<file path="config.mk">
export PLATFORM = sky130hd
export DESIGN_NAME = multi_cycle_control
export DESIGN_NICKNAME = d
export VERILOG_FILES = /design/src/rtl/multi_cycle_control.sv
export SDC_FILE = /design/constraint.sdc
export NUM_CORES = 1
export LEC_CHECK = 0
export CAP_MARGIN = 20
export CORE_MARGIN = 1
export CORE_UTILIZATION = 39
export CTS_CLUSTER_SIZE = 10
export DETAILED_ROUTE_END_ITERATION = 8
export GPL_TIMING_DRIVEN = 0
export HOLD_SLACK_MARGIN = 0.12
export PLACE_DENSITY = 0.74
export SYNTH_ARGS = -nofsm -noshare
export SYNTH_HDL_FRONTEND = slang
export SYNTH_SLANG_ARGS = --single-unit
</file>
<file path="constraint.sdc">
create_clock -name CLK -period 1.4 [get_ports CLK]
set_clock_uncertainty 0.2 [all_clocks]
set_input_delay 0.35 -clock CLK [delete_from_list [all_inputs] [get_ports CLK]]
set_output_delay 0.35 -clock CLK [all_outputs]
set_load 0.01 [all_outputs]
</file>
<file path="src/rtl/multi_cycle_control.sv">
`default_nettype none
// ============================================================================
// Module   : multi_cycle_control
// Purpose  : Moore control FSM for a multi-cycle CPU datapath with memory
//            handshake stalls.
// Revision : 1.0
// ============================================================================
module multi_cycle_control (
    input  logic       CLK,
    input  logic       reset_n,
    input  logic [2:0] opcode,
    input  logic       mem_ready,
    input  logic       run,
    output logic       pc_write,
    output logic       pc_write_cond,
    output logic       iord,
    output logic       mem_read,
    output logic       mem_write,
    output logic       ir_write,
    output logic       reg_write,
    output logic       mem_to_reg,
    output logic       alu_src_a,
    output logic [1:0] alu_src_b,
    output logic [1:0] alu_op,
    output logic [1:0] pc_source,
    output logic       halted,
    output logic [3:0] state
);

    typedef enum logic [3:0] {
        S_IDLE     = 4'd0,
        S_FETCH    = 4'd1,
        S_DECODE   = 4'd2,
        S_EXEC_R   = 4'd3,
        S_EXEC_I   = 4'd4,
        S_ALU_WB   = 4'd5,
        S_MEM_ADDR = 4'd6,
        S_MEM_RD   = 4'd7,
        S_MEM_WB   = 4'd8,
        S_MEM_WR   = 4'd9,
        S_BRANCH   = 4'd10,
        S_JUMP     = 4'd11,
        S_LUI_WB   = 4'd12,
        S_HALT     = 4'd13
    } state_t;

    state_t     r_state;
    state_t     w_next;
    logic [2:0] r_opcode;

    always_ff @(posedge CLK or negedge reset_n) begin
        if (!reset_n) begin
            r_state  <= S_IDLE;
            r_opcode <= 3'd0;
        end else begin
            r_state <= w_next;
            if (r_state == S_DECODE) begin
                r_opcode <= opcode;
            end
        end
    end

    assign state = r_state;

    always_comb begin
        w_next        = r_state;
        pc_write      = 1'b0;
        pc_write_cond = 1'b0;
        iord          = 1'b0;
        mem_read      = 1'b0;
        mem_write     = 1'b0;
        ir_write      = 1'b0;
        reg_write     = 1'b0;
        mem_to_reg    = 1'b0;
        alu_src_a     = 1'b0;
        alu_src_b     = 2'b00;
        alu_op        = 2'b00;
        pc_source     = 2'b00;
        halted        = 1'b0;
        case (r_state)
            S_IDLE: begin
                if (run) w_next = S_FETCH;
            end
            S_FETCH: begin
                mem_read  = 1'b1;
                alu_src_b = 2'b01;
                ir_write  = mem_ready;
                pc_write  = mem_ready;
                if (mem_ready) w_next = S_DECODE;
            end
            S_DECODE: begin
                // Dispatch on the live opcode; it is latched at the same edge.
                alu_src_b = 2'b11;
                case (opcode)
                    3'b000:  w_next = S_EXEC_R;
                    3'b001:  w_next = S_EXEC_I;
                    3'b010,
                    3'b011:  w_next = S_MEM_ADDR;
                    3'b100:  w_next = S_BRANCH;
                    3'b101:  w_next = S_JUMP;
                    3'b110:  w_next = S_LUI_WB;
                    default: w_next = S_HALT;
                endcase
            end
            S_EXEC_R: begin
                alu_src_a = 1'b1;
                alu_op    = 2'b10;
                w_next    = S_ALU_WB;
            end
            S_EXEC_I: begin
                alu_src_a = 1'b1;
                alu_src_b = 2'b10;
                alu_op    = 2'b10;
                w_next    = S_ALU_WB;
            end
            S_ALU_WB: begin
                reg_write = 1'b1;
                w_next    = S_FETCH;
            end
            S_MEM_ADDR: begin
                alu_src_a = 1'b1;
                alu_src_b = 2'b10;
                if (r_opcode == 3'b010)      w_next = S_MEM_RD;
                else if (r_opcode == 3'b011) w_next = S_MEM_WR;
                else                         w_next = S_FETCH;
            end
            S_MEM_RD: begin
                mem_read = 1'b1;
                iord     = 1'b1;
                if (mem_ready) w_next = S_MEM_WB;
            end
            S_MEM_WB: begin
                reg_write  = 1'b1;
                mem_to_reg = 1'b1;
                w_next     = S_FETCH;
            end
            S_MEM_WR: begin
                iord      = 1'b1;
                mem_write = mem_ready;
                if (mem_ready) w_next = S_FETCH;
            end
            S_BRANCH: begin
                alu_src_a     = 1'b1;
                alu_op        = 2'b01;
                pc_write_cond = 1'b1;
                pc_source     = 2'b01;
                w_next        = S_FETCH;
            end
            S_JUMP: begin
                pc_write  = 1'b1;
                pc_source = 2'b10;
                reg_write = 1'b1;
                w_next    = S_FETCH;
            end
            S_LUI_WB: begin
                alu_src_b = 2'b10;
                alu_op    = 2'b11;
                reg_write = 1'b1;
                w_next    = S_FETCH;
            end
            S_HALT: begin
                halted = 1'b1;
            end
            default: w_next = S_IDLE;
        endcase
    end

endmodule
`default_nettype wire

</file>
; ---- Word-level counts from Yosys, hierarchy flattened
; Index checks and enable logic that the tools add are counted.
; Widths: inputs -> output; s select.
[totals]
regBits = 7
in_bits = 7
output_inout_bits = 20
word_cells = 60
[op_classes]
eq_ne = 25
mux = 21
bitwise = 1
n_reduce_logical = 11
[ops]
columns = op, count
row1 = $pmux 4 s9, 1
row2 = $eq 4x4->1 const B, 6
row3 = $mux 4, 6
row4 = $pmux 4 s6, 1
row5 = $eq 4x3->1 const B, 4
row6 = $eq 3x2->1 const B, 4
row7 = $pmux 2 s3, 2
row8 = $eq 3x3->1 const B, 3
row9 = $mux 1, 9
row10 = $eq 4x2->1 const B, 2
row11 = $ne 2x2->1 const B, 4
row12 = $reduce_or 2->1, 4
row13 = $reduce_or 4->1, 2
row14 = $reduce_and 5->1, 1
row15 = $reduce_or 5->1, 1
row16 = $eq 4x1->1 const B, 1
row17 = $logic_not 4->1, 1
row18 = $pmux 2 s2, 1
row19 = $eq 3x1->1 const B, 1
row20 = $logic_not 3->1, 1
row21 = $reduce_or 3->1, 1
row22 = $pmux 1 s2, 1
row23 = $not 1->1, 1

; ---- Longest topological paths before layout
[depth]
ltp_word = 4
mapped_depth = 5
depth_no_buf = 3

; ---- Worst setup path before layout
; OpenSTA, ideal clock, no wires.
[synth_timing]
path_kind = register to output
from = register r_state[2] (netlist: state[2])
to = output alu_op[0]
arrival_time_ns = 1.197
slack_ns = -0.347
path_stages_with_launch = 5
path_buffers = 1
path_cell_list = dfrtp_1 -> buf_6 -> nand2b_1 -> and2_1 -> nor3b_1
[synth_via]
elab_chain_cells = 3
[synth_rtl]
columns = item, line_no
row1 = from (decl), 47  ; state_t r_state;
row2 = from (signal assigned), 56  ; r_state <= w_next;
row3 = $eq 4x3->1 / $eq 4x2->1 (equally long branches), 80  ; case (r_state)
row4 = $reduce_or 2->1 (no line), n/a
row5 = $pmux 2 s3 (*), 80
row6 = to (decl), 24  ; output logic [1:0] alu_op,
; Mark *: on every way between the ends. The rest lies on a longest branch, timed or not.

; ---- Final worst setup path
[layout_timing]
from = register r_state[2] (netlist: state[2])
to = output alu_op[1]
; The elaborated chain is that of the path after synthesis.

==> reports/results.ini <==
[placed_design]
port_buffers=26
pre_cts_ws_ps=-935.5
place_area_sq_mm=0.001184
hpwl_um=1513
gp_congestion=0.8271

[sta]
hold_viol_final=0
worstMarginPinSlew_ps=461.9
min_period_ps=2013
max_freq_mhz=496.8
tns_ps=-11770
postLayoutSetupSlackWorst_ps=-612.9
slew_headroom_pct=69.21
setup_viol_count_final=26
rsz0062_at_grt=true
post-route-period-util_pct=143.8
drv_slew=0

[drt]
viasPerCell=5.610
drc=0
wl_per_cell_um=17.28
drt_first_iter_violations=36
first_pass_iters=4
vias=965
ant_nets=0
routed_wl_um=2972

[power]
p_leak_uw=0.0007077
powerDensity_mw_per_mm2=2384
vdd_ir_drop_max_v=0.001498

[finish]
syn_to_final_growth_pct=106.5
utilization_pct=87.45
nNetsFinal=155
fin_area_sq_mm=0.001543
n_fill_cell=91
drive_gt1_share_pct=72.11
antennaDiodeCount=0

[synth]
yosysTopAreaCell=dfrtp_1
ys.flop_type=dfrtp_1
seq_area_frac_synth_pct=23.45
yosysMostFrequentCell=nor2_1
synth_edf_count=0
synth_seq_cells=7
yosysWarnings=0
netlist_area_sq_um=747.0
yosysUniqueCellTypes=41
yosysTopAreaCellShare_pct=23.45
async_reset_ff_share_pct=100.0
synth_common_cells=9 x nor2_1, 7 x dfrtp_1, 6 x a21oi_1
yosys-top-cells-area=dfrtp_1 23%, nor2_1 4.5%, buf_6 4.5%
syn_nets=95
syn_inst=88
avgSynthCellArea_sq_um=8.488

[critical_path]
start_kind=register
critPathSlowestCell=dfrtp_2
crit_start=state[2]$_DFFE_PN0P_
reg2reg_to=r_opcode[2]$_DFFE_PN0P_
max_stage_delay_ps=420
cp_top_family=flip-flops
required_ps=850
crit_cells=5
crit_path_end=alu_op[1]
crit_buf_inv=3
r2r_slack_ps=-570
cp_cell_sequence=buf_4 -> or2_1 -> buf_6 -> o21ai_4 -> buf_6
worst_setup_path_end_kind=primary output
reg2reg_depth=7
crit_top_cell=buf_6
worstPathArrival_ps=1460
worst-path-max-fanout=6
critPathKind=reg2out
r2r_start=state[2]$_DFFE_PN0P_

[grt]
grt_pass1_vias=890
grt_start_max_net_pins=11
grt_pass1_wl_um=4071
grt.total_usage_pct=27.89
antenna_found_initial=0
grt.overflow.total=0

[die]
die-area_sq_mm=0.002094
core-area_sq_mm=0.001764
floorplan.initialDensity_pct=42.34
rows=15
die_h_um=45.77
ios=27
fp.dieW_um=45.77

[run_status]
violations=setup timing
status=finished, violations left

[clocking]
clock_sinks=7
clk_latency_ps=250
cts_tree=done
cts.clk_slew.worst_paths_ps=50
cts-root-buf=clkbuf_4
cts_max_level=1
clockBufferDepth=2
cts-buffers-inserted=3

[run]
timing.max_cap.violations=0

[worst_hold_path]
hold_path.class=in2async

==> through the flow <==
step                      power [uW]  cells  hold slack, ps
after floorplan                 1847     88          -145.6
after global routing            3864    172           156.3
after global placement          2499    139           312.6
after CTS                       3271    165           148.2
after detailed placement        2523    139           315.3
final                           3678    172           145.6
==> worst reg2reg max path, delay by kind of cell (launching register included) <==
kind / cells / cell delay [ps]
flip-flops: 1 / 420
multiplexers: 1 / 320
AND/OR/NAND/NOR: 2 / 350
buffers and inverters: 4 / 550
==> timing repair <==
| item | CTS | global route |
|---|---|---|
| hold buffers | 0 | 0 |
| gates cloned | 1 | 0 |
| endpoints found under the hold margin | 0 | 0 |
| resized for setup | 118 | 12 |
| setup endpoints to repair | 27 | 27 |
| pin swaps | 20 | 5 |
| setup buffers | 21 | 7 |
==> worst min-delay path by stage <==
stage,from,slack (ps),endpoint,cells after the start
after global routing,reset_n,160,state[1]$_DFFE_PN0P_,1
after CTS,reset_n,150,state[1]$_DFFE_PN0P_,1
final,reset_n,150,state[1]$_DFFE_PN0P_,1
after floorplan,reset_n,-150,r_opcode[0]$_DFFE_PN0P_,0
after detailed placement,r_opcode[1]$_DFFE_PN0P_,320,r_opcode[1]$_DFFE_PN0P_,1
after global placement,r_opcode[0]$_DFFE_PN0P_,310,r_opcode[0]$_DFFE_PN0P_,1
==> layout make-up <==
| type | instances | area [sq um] | share of cell area, % |
|---|---|---|---|
| Timing Repair Buffer | 55 | 466.7 | 30.25 |
| Sequential cell | 7 | 177.7 | 11.52 |
| Buffer | 8 | 97.59 | 6.326 |
| Tap cell | 25 | 31.28 | 2.028 |
| Inverter | 3 | 15.01 | 0.9732 |
| Multi-Input combinational cell | 70 | 728.2 | 47.20 |
| Clock buffer | 4 | 26.28 | 1.703 |
==> cell families after synthesis <==
group           after synthesis  synth area share (%)
compound gates               21                 23.45
xor+xnor                      1                 1.173
buf+inv                      11                 9.715
flops                         7                 23.45
mux                           5                 7.202
simple gates                 43                 35.01
==> registers in the layout, indices dropped and copies added, names as in the netlist <==
register / flops
r_opcode: 3
state: 4
==> cells in the final DEF, fill, tap and decap left out, types with 2 or more instances in the layout <==
cell type / count
buf_8: 2
nand2_1: 2
a21oi_1: 2
dfrtp_2: 2
nor2_4: 4
and4b_1: 2
nor2_1: 3
nor2b_1: 2
nor2b_4: 3
dlygate4sd2_1: 3
a221oi_2: 2
nand2b_4: 4
nor3_2: 2
inv_1: 2
buf_6: 22
buf_2: 13
clkdlybuf4s50_1: 2
nor2_2: 3
a21oi_2: 4
buf_4: 19
clkbuf_4: 3
nor3b_4: 2
dfrtp_1: 5
mux2i_1: 2
mux2_4: 3
==> power by group <==
group          switching [uW]  internal [uW]  total, uW
Combinational            1460           1640       3100
Clock                    70.2            108        179
Sequential               93.4            306        399
Total                    1620           2060       3680
==> metal layers <==
layer / vias to the layer above / track usage, % / wire, um
met2: 45 / 45.14 / 1478
met3: 15 / 8.730 / 154
li1: 438 / - / -
met5: - / 0 / 0
met4: 0 / 13.53 / 97
met1: 467 / 33.25 / 1243
No activity file was read; power rests on OpenSTA's default activity.
